<file path="config.mk">
export PLATFORM = sky130hd
export DESIGN_NAME = my_bist_ctrl
export DESIGN_NICKNAME = d
export VERILOG_FILES = /design/src/rtl/bist_pkg.sv /design/src/rtl/bist_lfsr.sv /design/src/rtl/my_bist_ctrl.sv
export SDC_FILE = /design/constraint.sdc
export NUM_CORES = 1
export LEC_CHECK = 0
export ABC_CLOCK_PERIOD_IN_PS = 2800
export BUFFER_PORTS_ARGS = -buffer_cell sky130_fd_sc_hd__buf_4
export CAP_MARGIN = 15
export CORE_MARGIN = 3
export CORE_UTILIZATION = 39
export DETAILED_ROUTE_END_ITERATION = 6
export HOLD_SLACK_MARGIN = 0.05
export SYNTH_ARGS = -nofsm -noshare
export SYNTH_HDL_FRONTEND = slang
export SYNTH_HIERARCHICAL = 1
export SYNTH_SLANG_ARGS = --single-unit
</file>
<file path="constraint.sdc">
create_clock -name clk -period 2.8 [get_ports clk]
set_input_delay 0.56 -clock clk [delete_from_list [all_inputs] [get_ports clk]]
set_output_delay 0.56 -clock clk [all_outputs]
set_load 0.02 [all_outputs]
</file>
<file path="src/rtl/bist_pkg.sv">
// Shared types and helpers for the benchmark BIST controller.
//   state_t    : controller FSM states
//   DEF_*      : default polynomial and seed constants (32-bit bench CUT)
//   lfsr_step  : one Galois right-shift step, s' = (s >> 1) ^ (s[0] ? poly : 0).
//                Operates on MAX_WIDTH bits; callers zero-extend and truncate,
//                which is exact because the shift only moves bits downward.
package bist_pkg;

    typedef enum logic [1:0] {
        IDLE  = 2'd0,
        RUN   = 2'd1,
        FLUSH = 2'd2,
        DONE  = 2'd3
    } state_t;

    localparam int          MAX_WIDTH     = 64;
    localparam logic [31:0] DEF_POLY      = 32'h8020_0003;
    localparam logic [31:0] DEF_LFSR_SEED = 32'h0000_0001;
    localparam logic [31:0] DEF_MISR_SEED = 32'h0000_0000;

    function automatic logic [MAX_WIDTH-1:0] lfsr_step(input logic [MAX_WIDTH-1:0] s,
                                                       input logic [MAX_WIDTH-1:0] poly);
        return (s >> 1) ^ (s[0] ? poly : '0);
    endfunction

endpackage

</file>
<file path="src/rtl/bist_lfsr.sv">
// Galois LFSR / MISR register. With din tied to zero it is a pattern
// generator; with din driven by the CUT response it compacts a signature.
//   clk, rst_n : clock, asynchronous active-low reset (q <= SEED)
//   load       : q <= load_val (has priority over en)
//   load_val   : value loaded on load
//   en         : q <= step(q) ^ din
//   din        : data folded into the register on each enabled step
//   q          : register contents
module bist_lfsr
    import bist_pkg::*;
#(
    parameter int               WIDTH = 32,
    parameter logic [WIDTH-1:0] POLY  = WIDTH'(DEF_POLY),
    parameter logic [WIDTH-1:0] SEED  = WIDTH'(DEF_LFSR_SEED)
) (
    input  logic             clk,
    input  logic             rst_n,
    input  logic             load,
    input  logic [WIDTH-1:0] load_val,
    input  logic             en,
    input  logic [WIDTH-1:0] din,
    output logic [WIDTH-1:0] q
);

    always_ff @(posedge clk or negedge rst_n) begin
        if (!rst_n) begin
            q <= SEED;
        end else if (load) begin
            q <= load_val;
        end else if (en) begin
            q <= WIDTH'(lfsr_step(MAX_WIDTH'(q), MAX_WIDTH'(POLY))) ^ din;
        end
    end

endmodule

// rtl/my_bist_ctrl.sv
// BIST controller for a combinational benchmark CUT: drives LFSR vectors
// onto cut_in, compacts cut_out into a MISR signature, and compares the
// final signature against golden.
//   clk, rst_n       : clock, asynchronous active-low reset
//   start, abort     : begin a run (IDLE/DONE only) / cancel an active run
//   seed_ld, seed_i  : optional run-time generator seed (zero -> LFSR_SEED)
//   golden           : expected signature
//   cut_in, cut_out  : CUT stimulus / response
//   busy, done, pass : run status; pass valid while done=1
//   signature        : MISR value
//
// state | meaning
// IDLE  | waiting for start after reset or abort
// RUN   | issuing one vector per cycle, PATTERNS in total
// FLUSH | no new vectors; waiting for in-flight CUT responses (CUT_LAT>0)
// DONE  | signature final, pass registered; waiting for start
module my_bist_ctrl
    import bist_pkg::*;
#(
    parameter int               WIDTH     = 32,
    parameter int               PATTERNS  = 1024,
    parameter int               CUT_LAT   = 0,
    parameter logic [WIDTH-1:0] LFSR_POLY = WIDTH'(DEF_POLY),
    parameter logic [WIDTH-1:0] LFSR_SEED = WIDTH'(DEF_LFSR_SEED),
    parameter logic [WIDTH-1:0] MISR_SEED = WIDTH'(DEF_MISR_SEED)
) (
    input  logic             clk,
    input  logic             rst_n,
    input  logic             start,
    input  logic             abort,
    input  logic             seed_ld,
    input  logic [WIDTH-1:0] seed_i,
    input  logic [WIDTH-1:0] golden,
    output logic [WIDTH-1:0] cut_in,
    input  logic [WIDTH-1:0] cut_out,
    output logic             busy,
    output logic             done,
    output logic             pass,
    output logic [WIDTH-1:0] signature
);

    localparam int CW = $clog2(PATTERNS + 1);

    state_t           state, state_next;
    logic [CW-1:0]    count;
    logic             issue, start_ok, abort_act, last_issue, flush_last;
    logic             gen_en, misr_load, finishing;
    logic [CUT_LAT:0] vld;
    logic [WIDTH-1:0] gen_seed, gen_din, misr_next;

    assign start_ok   = start && !abort && (state == IDLE || state == DONE);
    assign abort_act  = abort && (state == RUN || state == FLUSH);
    assign last_issue = (count == CW'(PATTERNS - 1));
    assign gen_seed   = (seed_ld && seed_i != '0) ? seed_i : LFSR_SEED;
    assign gen_din    = '0;
    assign gen_en     = issue && !abort;
    assign misr_load  = start_ok || abort_act;
    assign misr_next  = WIDTH'(lfsr_step(MAX_WIDTH'(signature), MAX_WIDTH'(LFSR_POLY))) ^ cut_out;
    assign finishing  = (state == RUN || state == FLUSH) && state_next == DONE;

    // vld[0] tags the vector currently on cut_in; vld[CUT_LAT] marks the
    // cycle whose cut_out belongs to a real vector and must be compacted.
    generate
        if (CUT_LAT > 0) begin : g_pipe
            logic [CUT_LAT-1:0] vld_q;
            always_ff @(posedge clk or negedge rst_n) begin
                if (!rst_n) begin
                    vld_q <= '0;
                end else if (abort_act) begin
                    vld_q <= '0;
                end else begin
                    vld_q <= vld[CUT_LAT-1:0];
                end
            end
            assign vld        = {vld_q, issue};
            assign flush_last = vld[CUT_LAT] && !(|vld[CUT_LAT-1:0]);
        end else begin : g_nopipe
            assign vld        = issue;
            assign flush_last = 1'b0;
        end
    endgenerate

    always_ff @(posedge clk or negedge rst_n) begin
        if (!rst_n) begin
            state <= IDLE;
        end else begin
            state <= state_next;
        end
    end

    always_comb begin
        state_next = state;
        case (state)
            IDLE:    if (start_ok) state_next = RUN;
            RUN: begin
                if (abort)           state_next = IDLE;
                else if (last_issue) state_next = (CUT_LAT > 0) ? FLUSH : DONE;
            end
            FLUSH: begin
                if (abort)           state_next = IDLE;
                else if (flush_last) state_next = DONE;
            end
            DONE:    if (start_ok) state_next = RUN;
            default: state_next = IDLE;
        endcase
    end

    always_comb begin
        busy  = 1'b0;
        done  = 1'b0;
        issue = 1'b0;
        case (state)
            RUN:     begin busy = 1'b1; issue = 1'b1; end
            FLUSH:   busy = 1'b1;
            DONE:    done = 1'b1;
            default: ;
        endcase
    end

    always_ff @(posedge clk or negedge rst_n) begin
        if (!rst_n) begin
            count <= '0;
        end else if (start_ok) begin
            count <= '0;
        end else if (gen_en) begin
            count <= count + CW'(1);
        end
    end

    // pass is captured once on the DONE entry edge so later golden changes
    // cannot disturb it.
    always_ff @(posedge clk or negedge rst_n) begin
        if (!rst_n) begin
            pass <= 1'b0;
        end else if (start_ok || abort_act) begin
            pass <= 1'b0;
        end else if (finishing) begin
            pass <= (misr_next == golden);
        end
    end

    bist_lfsr #(.WIDTH(WIDTH), .POLY(LFSR_POLY), .SEED(LFSR_SEED)) u_gen (
        .clk      (clk),
        .rst_n    (rst_n),
        .load     (start_ok),
        .load_val (gen_seed),
        .en       (gen_en),
        .din      (gen_din),
        .q        (cut_in)
    );

    bist_lfsr #(.WIDTH(WIDTH), .POLY(LFSR_POLY), .SEED(MISR_SEED)) u_misr (
        .clk      (clk),
        .rst_n    (rst_n),
        .load     (misr_load),
        .load_val (MISR_SEED),
        .en       (vld[CUT_LAT]),
        .din      (cut_out),
        .q        (signature)
    );

endmodule

</file>
==> results.md <==
* Crit path capture: u_gen/q[1]$_DFFE_PN0P_
* Worst-Margin Slew at approximately 0.89 ns
* # diodes at 0
* Top-area cell type share of the netlist area at 0.349
* Synth Register Bits at 78
* Global-route wire length before repair at about 23 mm
* Vias in the first global route at 4459
* Clk_lat worst skew at about 0.34 ns
* Synth cell types at 43
* Launch point of the worst reg-to-reg path: state[0]$_DFF_PN0_
* Reg-to-reg slack, setup at 0.54 ns
* Die X at roughly 120 µm
* Worst-path clk slew at ~0.06 ns
* Area contributors post-synth: dfrtp_1 (35%), mux2i_1 (12%), xor2_1 (11%)
* Fin crit share at 0.808
* TritonRoute pass-1 iters at 4
* Total negative slack at 0 ns
* CTS tree: done
* Setup repair bufs after CTS at 0
* DR vias/cell at about 4.8
* Sequential-to-total area share from yosys stat at 0.354
* Final Hold Violating Endpoints at 0
* R2R depth at 8
* RSZ-0062 raised after global routing: no
* Final ANT Viol Nets at 0
* Total die area at roughly 16000 µm²
* FMAX at 442 MHz
* Max_slew headroom at 0.405
* GP Congestion at just over 0.8
* Most frequent cells in the layout: buf_4 (173), nand2_1 (78), dfrtp_1 (77), xor2_1 (68)
* Mapped Avg Cell Area at roughly 10 µm²
* Max Buffers Root-to-Sink at 2
* DR vias at 4468
* Post-DP HPWL at 10.8 mm
* Initial core utilization at 0.407
* Die Ht at between 100 and 150 µm
* Max IR drop VDD at between 300 and 400 µV
* CP startpoint: state[0]$_DFF_PN0_
* Post-Syn Instances at 536
* CP Capture Type: flip-flop
* Core footprint at around 14000 µm²
* Detailed-route wire length at around 14 mm
* Clk_skew at 0.00327 ns
* Mapped Area at between 5000 and 6000 µm²
* Initial antenna violation count at 0
* Routed len/inst at 15.3 µm
* LEAKAGE at between 3 and 4 nW
* Max Cap Viol at 0
* Ports at about 170
* PwrDens at about 960 nW/µm²
* Tmin final at approximately 2.3 ns
* Total CTS buffers at 9
* Post-synthesis async set-or-reset flop share at 1.00
* Yosys warning count at 6
* Multi-input gate area at 3590 µm²
* DRC at 0
* Prevailing post-synth register cell: dfrtp_1
* Slew Viols, Final at 0
* Yosys top cell by area: dfrtp_1
* FP Rows at between 40 and 50
* Post_cts resized at 0
* Critical path class: reg -> reg
* Crit Reg-Reg Endpoint: u_gen/q[1]$_DFFE_PN0P_
* Clk root buf: clkbuf_16
* Fraction of layout cells with a size suffix above 1 at 0.261
* Commonest non-fill, non-tap cell in the layout: buf_4
* Critical Path RT at 3.02 ns
* Crit Path Max Fanout at 75
* Pin count of the biggest net entering global routing at 76
* Run status: finished, final reports clean
* Fillers at 1262
* Global route overflow at 0
* EDFF count, synth at 0
* Final setup fails at 0
* Worst Setup Start Kind: flip-flop
* Post-Route Utilization at 0.545
* Hold Path Class: in -> async
* Crit path DAT at roughly 2.5 ns
* Cts hold-fix bufs at 0
* FF+latch area at between 1500 and 2000 µm²
* Fin nets at ~860
* Buffers added on ports at ~170
* CTS sink cnt at slightly below 80
* Number of DRC markers in iteration 0 at ~180
* # H-tree levels at 3
* Gr usage total at 0.182
* Layout area overhead at 33.9%
[synth_stat cells, types with 4 or more instances]
| cell type | count |
|---|---|
| nor4_1 | 11 |
| clkbuf_1 | 10 |
| o21ai_1 | 6 |
| xnor2_1 | 16 |
| inv_1 | 8 |
| nor3b_1 | 4 |
| buf_8 | 6 |
| nand2_1 | 78 |
| nor2_1 | 8 |
| ha_1 | 4 |
| dfrtp_1 | 77 |
| xor2_1 | 68 |
| buf_2 | 6 |
| xnor3_1 | 26 |
| nor2b_1 | 4 |
| and2_1 | 31 |
| o21ai_0 | 57 |
| a21oi_1 | 7 |
| nand4_1 | 10 |
| mux2i_1 | 64 |
[worst max-delay path, cell delays in order (launching register included)]
cell and delay, ns:
dfrtp_1 0.40, inv_1 0.09, ha_1 0.32, nand2_1 0.13
nor2_4 0.11, buf_4 0.53, and3b_1 0.26, mux2i_1 0.18
nand2_1 0.07
[per-layer routing]
metal  global-route usage  up-vias  share of wire
li1                     -     2217              -
met1                0.234     2126           0.44
met2                0.310      114           0.49
met3               0.0495       11          0.058
met4               0.0370        0          0.010
met5                    0        -              0
[where the power goes]
part	switching [mW]	internal, mW
Clock	0.476	0.685
Combinational	1.82	1.90
Sequential	0.629	1.60
Total	2.93	4.19
[state kept, by name, summed over array words and instances, names as in the netlist]
signal and count:
pass 1, count 11, state 2, u_gen/q 32, u_misr/q 32
[worst min path at each step]
stage / from / end / slack, ns / cells past startpoint
2_1_floorplan: rst_n / count[0]$_DFFE_PN0P_ / 0.26 / 0
3_3_place_gp: count[9]$_DFFE_PN0P_ / count[9]$_DFFE_PN0P_ / 0.52 / 2
3_5_place_dp: count[9]$_DFFE_PN0P_ / count[9]$_DFFE_PN0P_ / 0.53 / 2
4_1_cts: rst_n / u_gen/q[26]$_DFFE_PN0P_ / 0.29 / 1
5_1_grt: rst_n / u_gen/q[26]$_DFFE_PN0P_ / 0.32 / 1
6_report: rst_n / u_gen/q[26]$_DFFE_PN0P_ / 0.26 / 1
[per-stage QoR]
| stage | area [µm²] | hold slack, ns | total power, mW | worst slack [ns] | instances |
|---|---|---|---|---|---|
| 6_report | 7390 | 0.258 | 7.11 | 0.537 | 939 |
| 4_1_cts | 7390 | 0.285 | 7.19 | 0.551 | 939 |
| 5_1_grt | 7390 | 0.317 | 7.59 | 0.377 | 939 |
| 3_3_place_gp | 7110 | 0.521 | 5.91 | 0.365 | 923 |
| 2_1_floorplan | 5760 | 0.264 | 4.69 | 0.907 | 599 |
| 3_5_place_dp | 7110 | 0.530 | 5.99 | 0.386 | 923 |
[logic make-up (layout without fill, tap and decap cells)]
| logic type | Yosys count | in the layout | share of synthesized area |
|---|---|---|---|
| AO/OA/AOI/OAI | 82 | 82 | 0.0845 |
| XOR/XNOR | 112 | 112 | 0.248 |
| adder cells (fa/ha/maj) | 4 | 4 | 0.00906 |
| buffers and inverters | 35 | 199 | 0.0415 |
| flip-flops | 78 | 78 | 0.354 |
| multiplexers | 64 | 64 | 0.116 |
| other | 1 | 64 | 0.000679 |
| AND/OR/NAND/NOR | 160 | 160 | 0.147 |
[final cells by class]
class                           instances  area share
Clock buffer                           11      0.0315
Clock inverter                          5     0.00677
Inverter                                9     0.00457
Multi-Input combinational cell        486       0.485
Sequential cell                        78       0.264
Tap cell                              176      0.0298
Timing Repair Buffer                  174       0.178
(Power assumes the default switching activity.)
